<file path="config.mk">
export PLATFORM = sky130hd
export DESIGN_NAME = poly_mau_wb
export DESIGN_NICKNAME = d
export VERILOG_FILES = /design/src/rtl/poly_wb_pkg.sv /design/src/rtl/poly_addr_fifo.sv /design/src/rtl/poly_mau_wb.sv
export SDC_FILE = /design/constraint.sdc
export NUM_CORES = 1
export LEC_CHECK = 0
export ABC_AREA = 0
export CAP_MARGIN = 20
export CORE_MARGIN = 3
export CORE_UTILIZATION = 55
export CTS_CLUSTER_SIZE = 12
export DETAILED_ROUTE_END_ITERATION = 7
export GPL_ROUTABILITY_DRIVEN = 0
export PLACE_DENSITY = 0.84
export SYNTH_ARGS = -nofsm -noshare
export SYNTH_HDL_FRONTEND = slang
export SYNTH_HIERARCHICAL = 1
export SYNTH_SLANG_ARGS = --single-unit
</file>
<file path="constraint.sdc">
create_clock -name clk -period 7.99 [get_ports clk]
set_input_delay 1.598 -clock clk [delete_from_list [all_inputs] [get_ports clk]]
set_output_delay 1.598 -clock clk [all_outputs]
set_load 0.005 [all_outputs]
</file>
<file path="src/rtl/poly_wb_pkg.sv">
// Shared types and constants for the polynomial MAU write-back stage.
package poly_wb_pkg;
  typedef enum logic [1:0] {IDLE, RUN, DONE} state_t;

  localparam int DATA_W = 24;
  localparam int ADDR_W = 8;
  localparam int LEN_W  = 9;
endpackage

</file>
<file path="src/rtl/poly_addr_fifo.sv">
// In-flight destination address FIFO; full/empty come from the pre-cycle occupancy.
module poly_addr_fifo #(
  parameter int WIDTH = 8,
  parameter int DEPTH = 8
) (
  input  logic             clk,
  input  logic             rst_n,
  input  logic             clr,
  input  logic             push,
  input  logic             pop,
  input  logic [WIDTH-1:0] din,
  output logic [WIDTH-1:0] dout,
  output logic             full,
  output logic             empty
);
  localparam int PTR_W = $clog2(DEPTH);

  logic [WIDTH-1:0] mem [DEPTH];
  logic [PTR_W-1:0] wr_ptr;
  logic [PTR_W-1:0] rd_ptr;
  logic [PTR_W:0]   count;
  logic             do_push;
  logic             do_pop;

  assign full    = (count == (PTR_W+1)'(DEPTH));
  assign empty   = (count == '0);
  assign do_push = push && !full;
  assign do_pop  = pop && !empty;
  assign dout    = mem[rd_ptr];

  always_ff @(posedge clk) begin
    if (do_push) mem[wr_ptr] <= din;
  end

  always_ff @(posedge clk) begin
    if (!rst_n || clr) begin
      wr_ptr <= '0;
      rd_ptr <= '0;
      count  <= '0;
    end else begin
      if (do_push) wr_ptr <= wr_ptr + 1'b1;
      if (do_pop)  rd_ptr <= rd_ptr + 1'b1;
      unique case ({do_push, do_pop})
        2'b10:   count <= count + 1'b1;
        2'b01:   count <= count - 1'b1;
        default: count <= count;
      endcase
    end
  end
endmodule

</file>
<file path="src/rtl/poly_mau_wb.sv">
// Write-back stage: pairs MAU results with queued destination addresses and
// issues registered RAM writes, counting results against the programmed length.
module poly_mau_wb #(
  parameter int DATA_W     = poly_wb_pkg::DATA_W,
  parameter int ADDR_W     = poly_wb_pkg::ADDR_W,
  parameter int FIFO_DEPTH = 8
) (
  input  logic                          clk,
  input  logic                          rst_n,
  input  logic                          start,
  input  logic [poly_wb_pkg::LEN_W-1:0] len,
  input  logic                          issue_valid,
  input  logic [ADDR_W-1:0]             issue_addr,
  output logic                          issue_ready,
  input  logic                          poly_valid,
  input  logic [DATA_W-1:0]             poly_mau_o0,
  input  logic [DATA_W-1:0]             poly_mau_o1,
  output logic                          wr_en,
  output logic [ADDR_W-1:0]             wr_addr,
  output logic [DATA_W-1:0]             wr_data0,
  output logic [DATA_W-1:0]             wr_data1,
  output logic                          busy,
  output logic                          done,
  output logic                          err
);
  import poly_wb_pkg::*;

  state_t            state;
  logic [LEN_W-1:0]  iss_left;
  logic [LEN_W-1:0]  res_left;
  logic              fifo_full;
  logic              fifo_empty;
  logic [ADDR_W-1:0] head_addr;
  logic              run;
  logic              push;
  logic              pop;
  logic              fifo_clr;

  assign run         = (state == RUN);
  assign issue_ready = run && !fifo_full && (iss_left != '0);
  assign push        = issue_valid && issue_ready;
  assign pop         = run && poly_valid && !fifo_empty;
  assign fifo_clr    = (state == IDLE) && start;

  poly_addr_fifo #(
    .WIDTH (ADDR_W),
    .DEPTH (FIFO_DEPTH)
  ) u_fifo (
    .clk   (clk),
    .rst_n (rst_n),
    .clr   (fifo_clr),
    .push  (push),
    .pop   (pop),
    .din   (issue_addr),
    .dout  (head_addr),
    .full  (fifo_full),
    .empty (fifo_empty)
  );

  always_ff @(posedge clk) begin
    if (!rst_n) begin
      state    <= IDLE;
      iss_left <= '0;
      res_left <= '0;
      wr_en    <= 1'b0;
      wr_addr  <= '0;
      wr_data0 <= '0;
      wr_data1 <= '0;
      busy     <= 1'b0;
      done     <= 1'b0;
      err      <= 1'b0;
    end else begin
      wr_en <= pop;
      done  <= 1'b0;
      if (pop) begin
        wr_addr  <= head_addr;
        wr_data0 <= poly_mau_o0;
        wr_data1 <= poly_mau_o1;
      end
      unique case (state)
        IDLE: begin
          if (start) begin
            iss_left <= len;
            res_left <= len;
            err      <= 1'b0;
            busy     <= 1'b1;
            if (len == '0) begin
              state <= DONE;
              done  <= 1'b1;
            end else begin
              state <= RUN;
            end
          end
        end
        RUN: begin
          if (push) iss_left <= iss_left - 1'b1;
          if ((issue_valid && !issue_ready) || (poly_valid && fifo_empty)) err <= 1'b1;
          if (pop) begin
            res_left <= res_left - 1'b1;
            // done is raised alongside the final write so both appear on the same cycle
            if (res_left == LEN_W'(1)) begin
              state <= DONE;
              done  <= 1'b1;
            end
          end
        end
        DONE: begin
          state <= IDLE;
          busy  <= 1'b0;
        end
        default: begin
          state <= IDLE;
          busy  <= 1'b0;
        end
      endcase
    end
  end
endmodule
</file>
* Word-level counts from Yosys, hierarchy flattened
Memory sizes are Yosys's and may differ from the RTL's. A register that Yosys moved wholly into a read port is not among the register bits.
Index checks and enable logic that the tools add are counted.
** Word-level totals
- Register bits after elaboration :: 82
- RAM bits :: 64
- Logic and storage cells :: 81
- Memories :: 1
** Memories
- u_fifo.mem :: depth 8, width 8, read ports 1, clocked after memory_dff 1, wr ports 1, RTL line poly_addr_fifo.sv:18 : logic [WIDTH-1:0] mem [DEPTH];
** Cells by class
- Add/sub/neg operators :: 6
- Equality and inequality tests :: 10
- Muxes and demuxes :: 23
- Bitwise gates (word level) :: 1
- Reduce and logical (&&, ||, !) cells :: 28
** Operators by type and width (count)
- 9-bit case mux with 2 select lines :: 2
- 9-bit 2-to-1 mux :: 3
- 9-bit by 1-bit subtractor with 9-bit output (second input constant) :: 2
- 3-bit AND reduction :: 4
- 1-bit logical AND :: 10
- 9-bit by 1-bit equality test with 1-bit output (second input constant) :: 1
- 9-bit zero test :: 1
- 1-bit 2-to-1 mux :: 9
- 9-bit nonzero test :: 1
- 2-bit 2-to-1 mux :: 4
- 2-bit by 1-bit inequality test with 1-bit output (second input constant) :: 4
- 4-bit case mux with 2 select lines :: 1
- 3-bit by 1-bit adder with 3-bit output (second input constant) :: 2
- 1-bit case mux with 2 select lines :: 3
- 1-bit zero test :: 5
- 4-bit by 1-bit adder with 4-bit output (second input constant) :: 1
- 2-bit by 1-bit equality test with 1-bit output (second input constant) :: 2
- 4-bit equality test (second input constant) :: 1
- 4-bit zero test :: 1
- 2-bit case mux with 2 select lines :: 1
- 2-bit nonzero test :: 2
- 4-bit by 1-bit subtractor with 4-bit output (second input constant) :: 1
- 2-bit equality test (second input constant) :: 1
- 2-bit zero test :: 1
- other kinds (4) :: 5

* Longest topological paths before layout
Gate-level depths: netlist of the first run.
- Word-level depth :: 9
- Mapped depth :: 15
- Gate-level depth less buffers :: 13

* Modules after synthesis
The synthesis of the first run kept the hierarchy.
** By module, submodules not included
- poly_mau_wb :: instances 1, cells each 430, area each 3382.0 um^2, seq. area each 1601.5 um^2
- poly_addr_fifo :: instances 1, cells each 170, area each 3169.3 um^2, seq. area each 2182.1 um^2

* Worst setup path after synthesis of the first run
No wires, ideal clock.
- Path kind :: input to register
- From :: in poly_valid
- To :: reg u_fifo.count[2]
- Setup time :: 0.070 ns
- Data arrival time :: 3.563 ns
- Required time :: 7.920 ns
- Setup slack :: 4.358 ns
- Cell stages on the path :: 11
- Buffers on the path :: 1
- Cell sequence :: nand3b_1 -> inv_2 -> clkbuf_1 -> o41a_1 -> ha_1 -> xor2_1 -> ha_1 -> a21oi_1 -> xor2_1 -> or3_1 -> a21oi_1
** On the way
- Word-level cells in the longest chain between the ends :: 5
** RTL lines
- start, declared :: RTL line poly_mau_wb.sv:15 : input logic poly_valid,
- 1-bit logical AND (*) (2 in a row) :: RTL line poly_mau_wb.sv:42 : assign pop = run && poly_valid && !fifo_empty;
- net pop :: RTL line poly_mau_wb.sv:36 : logic pop;
- 1-bit logical AND (*) :: RTL line poly_addr_fifo.sv:28 : assign do_pop = pop && !empty;
- net u_fifo.do_pop :: RTL line poly_addr_fifo.sv:23 : logic do_pop;
- 2-bit by 1-bit equality test with 1-bit output or 2-bit equality test (tied branches) :: RTL line poly_addr_fifo.sv:43 : unique case ({do_push, do_pop})
- 4-bit case mux with 2 select lines or 2-bit nonzero test (tied branches)
- end signal, assigned :: RTL line poly_addr_fifo.sv:44 : 2'b10: count <= count + 1'b1;
- end signal, assigned :: RTL line poly_addr_fifo.sv:45 : 2'b01: count <= count - 1'b1;
- end signal, assigned :: RTL line poly_addr_fifo.sv:46 : default: count <= count;
- end, declared :: RTL line poly_addr_fifo.sv:21 : logic [PTR_W:0] count;
The timed path passes the listed nets; every way through them passes the cells marked *.
A chain may end at the register's enable or synchronous reset.

* Worst setup path after layout of the first run
- From :: in poly_valid
- To :: reg u_fifo.count[2]
** On the way
- Word-level cells in the longest chain between the ends :: 5
** RTL lines (RTL line)
- 1-bit logical AND (*) (2 in a row) :: poly_mau_wb.sv:42
- 1-bit logical AND (*) :: poly_addr_fifo.sv:28
- net u_fifo.do_pop :: poly_addr_fifo.sv:23
- 2-bit by 1-bit equality test with 1-bit output or 2-bit equality test (tied branches) :: poly_addr_fifo.sv:43
- 4-bit case mux with 2 select lines or 2-bit nonzero test (tied branches)
Marked as above.

==> impl_metrics.tcl, run 1 <==
set metrics [dict create \
    outcome "finished, final reports clean" \
    nNetsFinal 796 \
    period_minus_slack_ps 4838 \
    grt_pass1_vias 4814 \
    synthAdderAreaFrac 0.01528 \
    synth_top_family_by_area "simple AND/OR/NAND/NOR gates" \
    vias 5071 \
    synth.most_common_cell "nand2_1" \
    cts_setup_buffers 0 \
    initialDrtViolationCount 476 \
    power_density_mw_per_mm2 213.9 \
    worstSetupPathType "in -> reg" \
    hp-class "reg -> reg" \
    holdBufCountCts 0 \
    io_buffers 130 \
    fmax_mhz 206.7 \
    area_growth_pct 29.68 \
    synth_edf_count 64 \
    cp_max_fo 59 \
    ys_seq_area_frac 0.5775 \
    ir_worst_vdd_v 0.0001429 \
    cp-startpoint "poly_valid" \
    ys.flop_type "dfxtp_1" \
    wl_per_cell_um 18.33 \
    max_stage_delay_ps 770 \
    ys_seq_elements 157 \
    drive_gt1_frac 0.09850 \
    antenna_left 0 \
    yosysTopAreaCell "edfxtp_1" \
    numCtsBuffers 17 \
    skew_ps 12.90 \
    synthesis.nets 678 \
    p_leak_nw 2.886 \
    clock_insertion_delay_worst_skew_ps 420 \
    syn_area_mm2 0.006551 \
    synth_xor_area_frac 0.01050 \
    fillers 720 \
    routed_wl_um 16020 \
    startpoint_type "primary input" \
    gr-total-overflow 0 \
    finalHoldViolCount 0 \
    synth_cell_type_count 65 \
    path_cells "clkdlybuf4s50_1 > nand3b_1 > buf_4 > inv_2 > o41a_1 > ha_1 > xor2_1 > ha_1 > a21oi_1 > xor2_1 > or3_1 > a21oi_1" \
    drt_pass1_iterations 7 \
    synthMuxAreaShare 0.08098 \
    dp_cells 840 \
    synthArstFlopShare 0 \
    critPathArrivalTime_ps 5180 \
    slew_headroom 0.3535 \
    yosys.area_share.simple 0.1566 \
    synth_common_cells "nand2_1, dfxtp_1, a21oi_1, edfxtp_1, nor2_1" \
    worstSetupEndpointType "flip-flop" \
    fin_tns_setup_ps 0 \
    rsz0062_at_grt "no" \
    track_usage 0.2394 \
    tightest_slew_ps 969.7 \
    path_clk_slew_ps 60 \
    yosysWarningCount 6 \
    start_util 0.5689 \
    drt-vias-per-instance 5.802 \
    crit_path_end "u_fifo/count[2]" \
    ys_top_cells_by_area "edfxtp_1, dfxtp_1, nand2_1, a21oi_1, mux4_1" \
    worst_path_max_delay_cell "inv_2" \
    drc_errors 0 \
    postLayoutCellArea_mm2 0.008496 \
    pin_count 131 \
    rrSetupSlack_ps 4030 \
    hpwl_um 10640 \
    row_count 39 \
    diodes 0 \
    syn_inst 600 \
    yosysTopAreaCellShare 0.2934 \
    cp.required_ps 8330 \
    cts_tree "yes" \
    cts_resized 0 \
    die_w_um 115.1 \
    grt_pass1_wl_um 24740 \
    grt_start_max_net_pins 74 \
    clock_path_buffers 2 \
    antenna_found_initial 0 \
    fp.dieH_um 115.1 \
    synth_area_per_cell_um2 10.92 \
    setup_viol_count_final 0 \
    drv_slew 0 \
    r2r_cells 12 \
    core_mm2 0.01152 \
    dieArea_mm2 0.01326 \
    fin_crit_sh 0.6054 \
    maxCapViolCount 0 \
    htreeDepth 4 \
    instances_no_fill 874 \
    r2r-start "u_fifo/count[1]" \
    cts.sinks 157 \
    synth-compound-area-share 0.1222 \
    cts-root-buf "clkbuf_16" \
    r2r_end "u_fifo/count[2]" \
    placed_area_mm2 0.007878 \
]
[power by group]
part | switching [mW] | internal, mW | leakage, nW
Sequential | 0.0148 | 0.848 | 1.33
Clock | 0.328 | 0.461 | 0.292
Combinational | 0.0851 | 0.0791 | 1.26
[layout make-up]
class                      count  area, µm²  share of cell area
timing repair buffer         138       1371              0.1614
clock buffer                  19      464.2             0.05464
tap                          143      178.9             0.02106
clock inverter                13      126.4             0.01487
multi-input combinational    392       2526              0.2973
inverter                      12      45.04            0.005302
sequential                   157       3784              0.4454
[per-stage QoR]
stage                     worst slack, ps  hold WS [ps]    util  power, mW
after global placement               2957         440.6  0.6830      1.032
final                                3152         452.2  0.7377      1.817
after CTS                            3149         454.6  0.7353      1.818
after detailed placement             2753         445.8  0.6841      1.037
after global routing                 2917         470.1  0.7377      1.877
after floorplan                      4358         452.7       -     0.9686
[per-layer routing]
layer,share of wire,vias up,global-route usage
met5,0,-,0
met4,0.015,0,0.06651
met3,0.067,29,0.05947
met2,0.51,221,0.4132
met1,0.41,2420,0.3011
li1,-,2401,-
[layout by cell type, fill, tap and decap left out, types with 3 or more instances in the layout]
master	count
mux4_1	8
nor4_1	5
ha_1	8
mux4_2	8
buf_4	6
clkdlybuf4s50_1	130
clkbuf_16	18
inv_1	9
nor3_1	9
or3_1	5
and3_1	3
o32ai_1	6
nor2_1	27
a32o_1	3
nand2_1	134
dfxtp_1	93
nand3_1	7
nor2b_1	4
inv_2	3
a22o_1	3
clkinv_4	4
inv_6	3
a21oi_1	81
xor2_1	5
o21a_1	3
o21ai_0	8
mux2_2	8
mux2i_1	5
nand2b_1	7
edfxtp_1	64
[worst max-delay path, delay by kind of cell]
family / cells / cell delay [ps]
xor+xnor: 2 / 370
fa+ha+maj: 2 / 540
simple gates: 2 / 390
buf+inv: 3 / 1590
compound gates: 3 / 640
[cell families after synthesis]
| family | count (synthesis) |
|---|---|
| AND/OR/NAND/NOR | 219 |
| flip-flops | 157 |
| buffers and inverters | 51 |
| multiplexers | 29 |
| AO/OA/AOI/OAI | 129 |
| adder cells (fa/ha/maj) | 8 |
| XOR/XNOR | 7 |
[how the worst min path moves through the flow]
stage | startpoint | to | depth (start not counted)
global route | wr_data1[12] | wr_data1[12] | 2
floorplan | wr_addr[0] | wr_addr[0] | 2
finish | wr_data1[12] | wr_data1[12] | 2
global placement | wr_data0[14] | wr_data0[14] | 2
CTS | wr_addr[4] | wr_addr[4] | 2
detailed placement | wr_addr[4] | wr_addr[4] | 2
[sequential cells by signal (all words and copies together) (netlist names), 2 cells and up, named ones only]
name,cells
wr_data1,24
res_left,9
u_fifo/rd_ptr,3
wr_addr,8
u_fifo/wr_ptr,3
state,2
iss_left,9
u_fifo/count,4
wr_data0,24
u_fifo/mem,64
(Power assumes the default switching activity.)
==> inputs of run 2 (changes only) <==
CORE_UTILIZATION = 52   (was 55)
PLACE_DENSITY = 0.8   (was 0.84)
clock period = 4.5 ns   (was 7.99 ns; I/O delays follow)
==> run 2 against run 1 <==
  * Die area rose by 5.5%
  * Non-clock buffer count increased by 2
  * Sequential power up 77%
  * Clock power rose by 67%
  * Largest power group unchanged
==> impl_metrics.tcl, run 2 (synthesis results as in run 1) <==
set metrics [dict create \
    outcome "finished, final reports clean" \
    drt_pass1_iterations 5 \
    drc_errors 0 \
    path_clk_slew_ps 60 \
    grt_pass1_wl_um 24740 \
    diodes 0 \
    fillers 844 \
    hpwl_um 10450 \
    holdBufCountCts 0 \
    area_growth_pct 29.49 \
    routed_wl_um 15440 \
    largest_register_ffs 64 \
    most-common-layout-cells "nand2_1, clkdlybuf4s50_1, dfxtp_1, a21oi_1, edfxtp_1" \
    die_w_um 118.2 \
    numCtsBuffers 17 \
    tightest_slew_ps 958.2 \
    row_count 40 \
    setup_viol_count_final 0 \
    placed_area_mm2 0.007941 \
    clock_insertion_delay_worst_skew_ps 420 \
    io_buffers 130 \
    fin_tns_setup_ps 0 \
    cp.required_ps 3600 \
    slew_headroom 0.3612 \
    start_util 0.5387 \
    cts.sinks 157 \
    clock_path_buffers 2 \
    fin_crit_sh 0.7655 \
    wl_per_cell_um 17.13 \
    track_usage 0.2190 \
    ir_worst_vdd_v 0.0002406 \
    gr-total-overflow 0 \
    cts_setup_buffers 0 \
    finalHoldViolCount 0 \
    antenna_left 0 \
    drt-vias-per-instance 5.623 \
    fmax_mhz 290.3 \
    drv_slew 0 \
    drive_gt1_frac 0.09413 \
    skew_ps 5.040 \
    largest_register "u_fifo/mem" \
    fin_hold_ws_ps 451.1 \
    postLayoutCellArea_mm2 0.008483 \
    met2_usage 0.3658 \
    min_from "wr_addr[4]" \
    initialDrtViolationCount 513 \
    hp-class "reg -> reg" \
    met3_usage 0.05311 \
    dp_cells 869 \
    final_common_cell "nand2_1" \
    critPathArrivalTime_ps 2540 \
    reg_top3 "u_fifo/mem: 64 flops, wr_data0: 24 flops, wr_data1: 24 flops" \
    pin_count 131 \
    nNetsFinal 798 \
    core_mm2 0.01216 \
    maxCapViolCount 0 \
    grt.busiest_layer "met2" \
    rsz0062_at_grt "no" \
    grt.met1_usage 0.2796 \
    utilization 0.6975 \
    period_minus_slack_ps 3445 \
    fp.dieH_um 118.2 \
    htreeDepth 4 \
    fin_ws_ps 1055 \
    dieArea_mm2 0.01398 \
    r2r-start "iss_left[0]" \
    power.total_mw 3.135 \
    worstSetupPathType "reg -> out" \
    p_leak_nw 2.872 \
    cp_max_fo 5 \
    instances_no_fill 901 \
    startpoint_type "flip-flop" \
    place_ws_ps 979.8 \
    cts_tree "yes" \
    antenna_found_initial 0 \
    worstSetupEndpointType "output pin" \
    cp-startpoint "iss_left[0]" \
    vias 5066 \
    grt_pass1_vias 4955 \
    cts-root-buf "clkbuf_16" \
    grt_start_max_net_pins 59 \
    cts_resized 0 \
    power_density_mw_per_mm2 369.6 \
]
==> run 2: cell types whose count changed in the layout (fill, tap and decap cells not counted), sizes merged <==
| cell | previous run | this run |
|---|---|---|
| buf | 8 | 10 |
| clkinvlp | 1 | 0 |
| clkbuf | 19 | 25 |
| clkinv | 6 | 4 |
| inv | 17 | 14 |
==> run 2: area by class of cell <==
type,instances,area (µm²),share of cell area
inverter,12,45.04,0.005310
tap,168,210.2,0.02478
timing repair buffer,140,1376,0.1622
clock buffer,25,476.7,0.05619
clock inverter,7,65.06,0.007670
multi-input combinational,392,2526,0.2978
sequential,157,3784,0.4460
==> run 2: critical path, cell delays in order (launching register included) <==
cell	delay, ps
dfxtp_1	340
inv_1	70
ha_1	200
nor4b_1	750
a211o_1	280
inv_1	50
clkdlybuf4s50_1	440
==> run 2: where the power goes <==
part | internal (mW) | switching, mW
logic | 0.139 | 0.147
clock network | 0.790 | 0.525
registers | 1.51 | 0.0257
==> run 2: path summary, 6_finish.rpt <==
check / end / slack, ps / cells after the start
hold / removal: wr_addr[4] / 450 / 2
setup / recovery: issue_ready / 1060 / 6
setup reg to reg: u_fifo/count[2] / 1060 / 13
hold reg to reg: wr_addr[4] / 450 / 2
==> run 2: routing by layer <==
layer | vias up | wire length [µm]
met1 | 2436 | 6478
met2 | 199 | 7606
li1 | 2404 | -
met5 | - | 0
met3 | 27 | 1035
met4 | 0 | 315
